## src/rtl/tfp401a_pkg.sv

```systemverilog
`default_nettype none
// ============================================================================
// tfp401a_pkg: lock-state encodings, default window lengths, saturating helper
// Revision: 1.0
// ============================================================================
package tfp401a_pkg;

    localparam logic [1:0] LOST   = 2'd0;
    localparam logic [1:0] ACQ    = 2'd1;
    localparam logic [1:0] LOCKED = 2'd2;

    localparam int ACQ_WIN_DEFAULT  = 1600;
    localparam int HOLD_WIN_DEFAULT = 1000000;

    function automatic logic [31:0] sat_inc(input logic [31:0] v, input logic [31:0] lim);
        return (v >= lim) ? lim : v + 32'd1;
    endfunction

endpackage
`default_nettype wire

```

## src/rtl/tfp401a_rx_lock_video_geom_meas.sv

```systemverilog
`default_nettype none
// ============================================================================
// video_geom_meas: active width/height and line-period counters, frame match
// Revision: 1.0
// ============================================================================
module video_geom_meas
    import tfp401a_pkg::*;
#(
    parameter int MEAS_W = 12
) (
    input  logic              clk,
    input  logic              rst,
    input  logic              i_de,
    input  logic              i_de_rise,
    input  logic              i_de_fall,
    input  logic              i_vs_rise,
    output logic [MEAS_W-1:0] o_h_active,
    output logic [MEAS_W-1:0] o_v_active,
    output logic [MEAS_W-1:0] o_h_total,
    output logic              o_meas_valid,
    output logic              o_match
);
    localparam logic [MEAS_W-1:0] c_MAX = '1;
    localparam logic [MEAS_W-1:0] c_ONE = MEAS_W'(1);

    logic [MEAS_W-1:0] r_h_cnt, r_hp_cnt, r_line_cnt, r_h_line;
    logic [MEAS_W-1:0] r_h_active, r_v_active, r_h_total;
    logic              r_meas_valid;
    logic [MEAS_W-1:0] w_h_cnt_inc, w_hp_cnt_inc, w_line_cnt_inc;

    assign w_h_cnt_inc    = MEAS_W'(sat_inc(32'(r_h_cnt), 32'(c_MAX)));
    assign w_hp_cnt_inc   = MEAS_W'(sat_inc(32'(r_hp_cnt), 32'(c_MAX)));
    assign w_line_cnt_inc = MEAS_W'(sat_inc(32'(r_line_cnt), 32'(c_MAX)));

    // Rising-edge cycle is itself counted, so a 64-cycle DE pulse reads 64.
    always_ff @(posedge clk) begin
        if (!rst) begin
            r_h_cnt      <= '0;
            r_hp_cnt     <= '0;
            r_line_cnt   <= '0;
            r_h_line     <= '0;
            r_h_active   <= '0;
            r_v_active   <= '0;
            r_h_total    <= '0;
            r_meas_valid <= 1'b0;
        end else begin
            r_meas_valid <= i_vs_rise;
            if (i_de_rise)
                r_h_cnt <= c_ONE;
            else if (i_de)
                r_h_cnt <= w_h_cnt_inc;
            if (i_de_fall)
                r_h_line <= r_h_cnt;
            if (i_de_rise) begin
                r_h_total <= r_hp_cnt;
                r_hp_cnt  <= c_ONE;
            end else begin
                r_hp_cnt  <= w_hp_cnt_inc;
            end
            if (i_vs_rise)
                r_line_cnt <= '0;
            else if (i_de_fall)
                r_line_cnt <= w_line_cnt_inc;
            if (i_vs_rise) begin
                r_h_active <= r_h_line;
                r_v_active <= r_line_cnt;
            end
        end
    end

    assign o_match      = (r_h_line == r_h_active) && (r_line_cnt == r_v_active) &&
                          (r_line_cnt != '0);
    assign o_h_active   = r_h_active;
    assign o_v_active   = r_v_active;
    assign o_h_total    = r_h_total;
    assign o_meas_valid = r_meas_valid;

endmodule
`default_nettype wire

```

## src/rtl/tfp401a_rx_lock.sv

```systemverilog
`default_nettype none
// ============================================================================
// tfp401a_rx_lock: 2-stage TMDS receiver bus register with geometry lock FSM.
// Optional macro SYNC_POL_AUTO_EN: detect and normalise sync polarity.
// Revision: 1.0
// ============================================================================
module tfp401a_rx_lock
    import tfp401a_pkg::*;
#(
    parameter int CH_NUM      = 3,
    parameter int CH_W        = 8,
    parameter int CNT_W       = 20,
    parameter int ACQ_WIN     = ACQ_WIN_DEFAULT,
    parameter int HOLD_WIN    = HOLD_WIN_DEFAULT,
    parameter int MEAS_W      = 12,
    parameter int LOCK_FRAMES = 2
) (
    input  logic                     odck_in,
    input  logic                     rst,
    input  logic                     vsync_in,
    input  logic                     hsync_in,
    input  logic                     de_in,
    input  logic [CH_NUM*CH_W-1:0]   pixel_in,
    output logic                     vsync_o,
    output logic                     hsync_o,
    output logic                     de_o,
    output logic [CH_NUM*CH_W-1:0]   pixel_o,
    output logic                     scdt_o,
    output logic [MEAS_W-1:0]        h_active_o,
    output logic [MEAS_W-1:0]        v_active_o,
    output logic [MEAS_W-1:0]        h_total_o,
    output logic                     meas_valid_o,
    output logic                     hsync_pol_o,
    output logic                     vsync_pol_o
);
    localparam int PX_W = CH_NUM * CH_W;
`ifdef SYNC_POL_AUTO_EN
    localparam logic c_POL_AUTO = 1'b1;
`else
    localparam logic c_POL_AUTO = 1'b0;
`endif

    logic             r_de_d1, r_vs_d1, r_hs_d1, r_de_d2, r_vs_d2, r_hs_d2;
    logic [PX_W-1:0]  r_px_d1, r_px_d2;
    logic             r_hs_pol, r_vs_pol, r_scdt;
    logic             w_hs_n, w_vs_n, w_de_rise, w_de_fall, w_vs_rise, w_match;
    logic [1:0]       r_state, w_state_nxt, r_tr_cnt;
    logic [2:0]       r_match_cnt, w_match_nxt, w_match_inc;
    logic [CNT_W-1:0] r_win;
    logic             w_win_term;

    // Polarity registers stay 0 when auto-detect is compiled out, so the XOR is a pass-through.
    assign w_hs_n    = r_hs_d1 ^ r_hs_pol;
    assign w_vs_n    = r_vs_d1 ^ r_vs_pol;
    assign w_de_rise = r_de_d1 & ~r_de_d2;
    assign w_de_fall = ~r_de_d1 & r_de_d2;
    assign w_vs_rise = w_vs_n & ~r_vs_d2;

    always_ff @(posedge odck_in) begin
        if (!rst) begin
            {r_de_d1, r_vs_d1, r_hs_d1, r_de_d2, r_vs_d2, r_hs_d2} <= '0;
            r_px_d1  <= '0;
            r_px_d2  <= '0;
            r_hs_pol <= 1'b0;
            r_vs_pol <= 1'b0;
        end else begin
            r_de_d1 <= de_in;
            r_vs_d1 <= vsync_in;
            r_hs_d1 <= hsync_in;
            r_px_d1 <= pixel_in;
            r_de_d2 <= r_de_d1;
            r_vs_d2 <= w_vs_n;
            r_hs_d2 <= w_hs_n;
            r_px_d2 <= r_px_d1;
            if (c_POL_AUTO && w_de_rise) begin
                r_hs_pol <= r_hs_d1;
                r_vs_pol <= r_vs_d1;
            end
        end
    end

    video_geom_meas #(.MEAS_W(MEAS_W)) u_geom (
        .clk          (odck_in),
        .rst          (rst),
        .i_de         (r_de_d1),
        .i_de_rise    (w_de_rise),
        .i_de_fall    (w_de_fall),
        .i_vs_rise    (w_vs_rise),
        .o_h_active   (h_active_o),
        .o_v_active   (v_active_o),
        .o_h_total    (h_total_o),
        .o_meas_valid (meas_valid_o),
        .o_match      (w_match)
    );

    assign w_win_term  = (r_state == LOST) ? (r_win == CNT_W'(ACQ_WIN - 1))
                                           : (r_win == CNT_W'(HOLD_WIN - 1));
    assign w_match_inc = r_match_cnt + 3'd1;

    // Timeout is tested before vs_rise so a coincident frame end cannot hold off LOST.
    always_comb begin
        w_state_nxt = r_state;
        w_match_nxt = 3'd0;
        case (r_state)
            LOST: begin
                if (w_win_term && r_tr_cnt == 2'd2)
                    w_state_nxt = ACQ;
            end
            ACQ: begin
                w_match_nxt = r_match_cnt;
                if (w_win_term && r_tr_cnt == 2'd0) begin
                    w_state_nxt = LOST;
                    w_match_nxt = 3'd0;
                end else if (w_vs_rise) begin
                    if (!w_match)
                        w_match_nxt = 3'd0;
                    else if (w_match_inc >= 3'(LOCK_FRAMES)) begin
                        w_state_nxt = LOCKED;
                        w_match_nxt = 3'd0;
                    end else
                        w_match_nxt = w_match_inc;
                end
            end
            LOCKED: begin
                if (w_win_term && r_tr_cnt == 2'd0)
                    w_state_nxt = LOST;
                else if (w_vs_rise && !w_match)
                    w_state_nxt = ACQ;
            end
            default: w_state_nxt = LOST;
        endcase
    end

    always_ff @(posedge odck_in) begin
        if (!rst) begin
            r_state     <= LOST;
            r_match_cnt <= 3'd0;
            r_win       <= '0;
            r_tr_cnt    <= 2'd0;
            r_scdt      <= 1'b0;
        end else begin
            r_state     <= w_state_nxt;
            r_match_cnt <= w_match_nxt;
            r_scdt      <= (r_state == LOCKED);
            if (w_state_nxt != r_state || w_win_term)
                r_win <= '0;
            else
                r_win <= r_win + 1'b1;
            if (w_win_term)
                r_tr_cnt <= 2'd0;
            else if ((w_de_rise || w_de_fall) && r_tr_cnt != 2'd2)
                r_tr_cnt <= r_tr_cnt + 2'd1;
        end
    end

    assign de_o        = r_de_d2;
    assign vsync_o     = r_vs_d2;
    assign hsync_o     = r_hs_d2;
    assign pixel_o     = r_px_d2;
    assign scdt_o      = r_scdt;
    assign hsync_pol_o = r_hs_pol;
    assign vsync_pol_o = r_vs_pol;

endmodule
`default_nettype wire
```

## config.mk

```make
export PLATFORM = sky130hd
export DESIGN_NAME = tfp401a_rx_lock
export DESIGN_NICKNAME = d
export VERILOG_FILES = /design/src/rtl/tfp401a_pkg.sv /design/src/rtl/tfp401a_rx_lock_video_geom_meas.sv /design/src/rtl/tfp401a_rx_lock.sv
export SDC_FILE = /design/constraint.sdc
export NUM_CORES = 1
export LEC_CHECK = 0
export CORE_UTILIZATION = 31
export CTS_CLUSTER_DIAMETER = 60
export CTS_CLUSTER_SIZE = 12
export DETAILED_ROUTE_END_ITERATION = 10
export DONT_BUFFER_PORTS = 1
export PLACE_DENSITY = 0.44
export SLEW_MARGIN = 20
export SYNTH_ARGS = -nofsm -noshare
export SYNTH_HDL_FRONTEND = slang
export SYNTH_SLANG_ARGS = --single-unit
export TNS_END_PERCENT = 30
```

## constraint.sdc

```tcl
create_clock -name odck_in -period 5.75 [get_ports odck_in]
set_input_delay 0.8625 -clock odck_in [delete_from_list [all_inputs] [get_ports odck_in]]
set_output_delay 0.8625 -clock odck_in [all_outputs]
set_load 0.02 [all_outputs]
```

Yosys cells after proc, flatten, opt, wreduce, memory -nomap -nowiden
Index checks and enable logic that the tools add are counted.
{"block": "totals", "ramBits": 0, "register_bits": 167, "romBits": 0, "out_inout_bits": 67, "n_memories": 0, "latch_bits": 0}
{"block": "op_classes", "n_bitwise": 8, "n_reduce_logical": 18, "mul": 0, "n_shift": 0, "n_lt_le_gt_ge": 4, "n_addsub": 6, "eq_ne": 9, "div_mod_pow": 0, "muxes": 17}
{"op": "12-bit by 1-bit adder with 12-bit output (second input constant)", "count": 3}
{"op": "12-bit >= comparator (second input constant)", "count": 3}
{"op": "12-bit two-way mux", "count": 3}
{"op": "12-bit == test", "count": 2}
{"op": "20-bit by 1-bit adder with 20-bit output (second input constant)", "count": 1}
{"op": "20-bit by 11-bit == test with 1-bit output (second input constant)", "count": 1}
{"op": "20-bit == test (second input constant)", "count": 1}
{"op": "2-bit two-way mux", "count": 7}
{"op": "12-bit nonzero test", "count": 1}
{"op": "2-bit OR reduction", "count": 4}
{"op": "1-bit logical AND", "count": 6}
{"op": "3-bit two-way mux", "count": 2}
{"op": "2-bit one-hot mux with 3 select lines", "count": 1}
{"op": "1-bit NOT", "count": 5}
{"op": "2-bit == test (second input constant)", "count": 2}
{"op": "2-bit logical NOT", "count": 2}
{"op": "1-bit two-way mux", "count": 4}
{"op": "3-bit by 1-bit adder with 3-bit output (second input constant)", "count": 1}
{"op": "1-bit AND", "count": 3}
{"op": "3-bit by 2-bit >= comparator with 1-bit output (second input constant)", "count": 1}
{"op": "3-bit OR reduction", "count": 1}
{"op": "2-bit by 1-bit adder with 2-bit output (second input constant)", "count": 1}
{"op": "2-bit by 1-bit == test with 1-bit output (second input constant)", "count": 1}
{"op": "1-bit logical OR", "count": 2}
{"op": "4 further kinds", "count": 4}

Logic depth before layout (Yosys ltp)
{"block": "depth", "ltp_word": 11, "mapped_depth": 9}

Modules after synthesis
A second synthesis with hierarchy kept.
{"block": "unflattened", "hier_cells": 657, "area_unflattened_um2": 6493.7}
{"mod": "video_geom_meas", "area_each_um2": 3669.8, "cells_each": 381, "n_inst": 1}
{"mod": "tfp401a_rx_lock", "area_each_um2": 2824.0, "cells_each": 276, "n_inst": 1}

Worst setup path before layout
OpenSTA, ideal clock, no wires.
{"block": "synth_path", "kind": "input to register", "start": "in rst", "end": "reg u_geom.r_line_cnt[0]", "setup_ns": 0.074, "path_buffers": 1, "slack_ns": 3.880, "t_required_ns": 5.676, "path_stages": 5, "arrival_ns": 1.796, "path_cell_list": "inv_1 nor2_1 clkbuf_1 o21ai_0 a31oi_1"}
{"block": "synth_between", "elab_chain_cells": 2}
{"item": "start: declaration", "line_no": "tfp401a_rx_lock.sv:19", "rtl": "input logic rst,"}
{"item": "1-bit NOT (no line)"}
{"item": "2-bit OR reduction (no line)"}
{"item": "end signal: assignment", "line_no": "tfp401a_rx_lock_video_geom_meas.sv:63", "rtl": "r_line_cnt <= w_line_cnt_inc;"}
{"item": "end: declaration", "line_no": "tfp401a_rx_lock_video_geom_meas.sv:26", "rtl": "logic [MEAS_W-1:0] r_h_cnt, r_hp_cnt, r_line_cnt, r_h_line;"}
No other way between the ends.
A chain may end at the register's enable or synchronous reset.

Worst setup path in the final report
{"block": "layout_path", "start": "reg u_geom.r_line_cnt[7]", "end": "reg r_win[8]"}
{"block": "layout_between", "elab_chain_cells": 11}
{"item": "12-bit == test", "line_no": "tfp401a_rx_lock_video_geom_meas.sv:71", "rtl": "assign o_match = (r_h_line == r_h_active) && (r_line_cnt == r_v_active) &&"}
{"item": "1-bit logical AND", "line_no": "tfp401a_rx_lock_video_geom_meas.sv:71"}
{"item": "1-bit logical AND *", "line_no": "tfp401a_rx_lock_video_geom_meas.sv:71"}
{"item": "1-bit logical NOT", "line_no": "tfp401a_rx_lock.sv:127", "rtl": "else if (w_vs_rise && !w_match)"}
{"item": "1-bit logical AND", "line_no": "tfp401a_rx_lock.sv:127"}
{"item": "2-bit two-way mux", "line_no": "tfp401a_rx_lock.sv:127"}
{"item": "2-bit two-way mux", "line_no": "tfp401a_rx_lock.sv:125", "rtl": "if (w_win_term && r_tr_cnt == 2'd0)"}
{"item": "2-bit one-hot mux with 3 select lines *", "line_no": "tfp401a_rx_lock.sv:104", "rtl": "case (r_state)"}
{"item": "2-bit inequality test *", "line_no": "tfp401a_rx_lock.sv:145", "rtl": "if (w_state_nxt != r_state || w_win_term)"}
{"item": "1-bit logical OR *", "line_no": "tfp401a_rx_lock.sv:145"}
{"item": "2-bit OR reduction (no line) *"}
{"item": "end signal: assignment", "line_no": "tfp401a_rx_lock.sv:148", "rtl": "r_win <= r_win + 1'b1;"}
{"item": "end: declaration", "line_no": "tfp401a_rx_lock.sv:49", "rtl": "logic [CNT_W-1:0] r_win;"}
Every way passes the cells marked *; elsewhere a longest branch is shown, timed or not.

==> run summary <==
================================================================================
Result of the run ................................................. finished, final reports clean
DRC violation count after routing .................................            0
Vias in the first global route ....................................         4161
Number of sinks driven by the clock tree ..........................          167
Area share of the leading cell type in the synthesized netlist ....        51.1%
Initial detailed-routing violation count ..........................          151
Final-layout worst hold slack .....................................       433 ps
Sort of element at the start of the critical path .................         flop
Leakage power figure ..............................................      2.79 nW
Final critical path time including I/O delays and setup ...........      2290 ps
Library cell with the highest instance count after synthesis ......      dfxtp_1
Worst-path clk slew ...............................................        70 ps
Number of enable flip-flop cells after synthesis ..................            0
Final net count ...................................................          665
Cell accounting for the most synthesized area .....................      dfxtp_1
Vias ..............................................................         4263
Top cell types by occurrence after synthesis ...................... dfxtp_1, and2_1, nor2_1, xor2_1
Sum Neg Setup Slack ...............................................         0 ps
Initial antenna violation count ...................................            2
DP HPWL ...........................................................      9220 um
Antenna viol nets, final ..........................................            0
Number of max-cap violations ......................................            0
Maximum vdd drop ..................................................     0.182 mV
Max Fclk ..........................................................      437 MHz
Pin count of the biggest net entering global routing ..............           60
Synth Instances ...................................................          640
Core Util, Final ..................................................        35.6%
Clock Latency Late Sink ...........................................       420 ps
Type of the most critical hold path ............................... flop to flop
Synthesis warning total ...........................................            0
Synth-to-Final Area Change ........................................        11.4%
Largest fanout on the critical path ...............................           20
Layout fillers ....................................................         2070
Critical path required time .......................................      6030 ps
Die span in x .....................................................       147 um
Sequential element share of the synthesized area ..................        51.1%
Wire length of the first global-routing pass ......................     22200 um
Area of the die ...................................................   0.0217 mm2
Register bit total from synthesis .................................          167
Total wire length after detailed routing ..........................     13300 um
Share of synthesized flip-flops with an asynchronous set or reset .           0%
Starting density of the core ......................................        31.9%
CORE AREA .........................................................   0.0205 mm2
Overall fraction of global-route tracks in use ....................        13.0%
Maximum clock path buffer count ...................................            2
Resized Gates After CTS ...........................................            0
Number of buffer cells added on primary ports .....................            0
Number of clock buffers inserted by TritonCTS .....................           17
Design Power ......................................................      2.43 mW
Final hold violation count ........................................            0
Final Max Tran Viols ..............................................            0
Post-synthesis area per instance ..................................     10.2 um2
Share of post-route cells with drive strength above 1 .............        10.7%
Y dimension of the die ............................................       147 um
Total of hold buffers inserted after clock tree synthesis .........            0
Router iterations before antenna repair ...........................            4
Worst Clk Skew ....................................................      9.02 ps
Post-route fraction of the period consumed by the critical path ...        39.8%
Number of endpoints failing setup at the final stage ..............            0
Critical path capture point type ..................................         flop
Setup bufs post-CTS ...............................................            0
Count of cell types in the netlist ................................           53
Cell area power density ...........................................   334 mW/mm2
GP Congestion .....................................................        0.772
H-tree lvl count ..................................................            4
Cell area after synthesis .........................................  0.00655 mm2
Top cells by area in the synthesized netlist ...................... dfxtp_1, xor2_1, and2_1
Unrepaired setup endpoints after global routing ...................           no
Average routed wire per standard cell .............................      14.7 um
Io pins ...........................................................           96
Data arrival at the endpoint of the critical path .................      2570 ps
Via-per-instance ratio ............................................         4.69
TritonCTS clock tree ..............................................        built
Slew at the pin closest to its max-slew limit .....................       947 ps
Congestion Overflow GR ............................................            0
Worst setup path category ......................................... flop to flop
Most instantiated flip-flop cell in the synthesis netlist .........      dfxtp_1
Number of cell rows ...............................................           52
Clock Tree Root ...................................................    clkbuf_16
Max-slew headroom at the worst pin ................................        36.8%
================================================================================
==> flip-flops by register name (all words and copies together), names as in the netlist, 2 cells and up <==
register and cells:
pixel_o 24, u_geom.r_h_cnt 12, u_geom.o_v_active 12, u_geom.r_line_cnt 12, r_win 20, u_geom.o_h_active 12
r_match_cnt 3, u_geom.o_h_total 12, r_tr_cnt 2, r_state 2, u_geom.r_h_line 12, u_geom.r_hp_cnt 12
r_px_d1 24
==> report_power, final <==
group | switching (mW) | leakage [nW] | internal, mW
clock network | 0.498 | 0.284 | 0.654
logic | 0.0447 | 1.14 | 0.0279
registers | 0.0258 | 1.36 | 1.18
==> final cells by class <==
cell class	instances	area, um2	share of cell area [%]
clock inverter	13	161	2.21
antenna	2	5.00	0.0687
clock buffer	18	429	5.89
tap	270	338	4.63
multi-input combinational	417	2920	40.0
timing repair buffer	3	22.5	0.309
inverter	19	71.3	0.978
sequential	167	3340	45.9
==> through the flow <==
stage	cell area, um2	instances	setup WS [ps]
final	7290	909	3460
after global routing	7290	909	3210
after CTS	7280	907	3420
after detailed placement	6690	876	3330
after global placement	6690	876	3420
after floorplan	6550	641	3880
==> logic make-up (layout without fill, tap and decap cells) <==
family	after synthesis	in the layout	synth area share, %
and+or+nand+nor	237	237	21.5
other	1	4	0.0573
xor gates and xnor gates	67	67	8.97
adders and majority gates	11	11	2.10
DFF	167	167	51.1
muxes	25	25	3.82
AOI/OAI and AO/OA	75	75	7.93
buffers and inverters	57	53	4.49
==> path summary, 6_finish.rpt <==
check	start	endpoint	slack (ps)	cells past startpoint
hold reg to reg	r_px_d1[23]	pixel_o[23]	430	1
setup reg to reg	u_geom.r_line_cnt[7]	r_win[8]	3460	7
setup / recovery	u_geom.r_line_cnt[7]	r_win[8]	3460	7
hold / removal	r_px_d1[23]	pixel_o[23]	430	1
==> cells in the final DEF, fill, tap and decap left out, types with 17 or more instances in the layout <==
master,instances
a21oi_1,30
a22o_1,23
and2_1,54
clkbuf_16,17
dfxtp_1,167
inv_1,19
mux2i_1,25
nand2_1,30
nor2_1,50
xnor2_1,27
xor2_1,40
==> metal layers <==
layer  track usage (%)  vias up  wire (um)
met5                 0        -          0
met4              4.74        0        165
met3              4.81       14        854
met2              19.6      102       5840
met1              16.9     2001       6490
li1                  -     2146          -
==> critical path: stages, from the launching register on <==
cell	delay (ps)
dfxtp_1	540
xor2_1	140
nor4_2	310
nand4_2	250
nor4_4	340
a2bb2oi_2	150
buf_4	330
nor3_2	80
(Power assumes the default switching activity.)
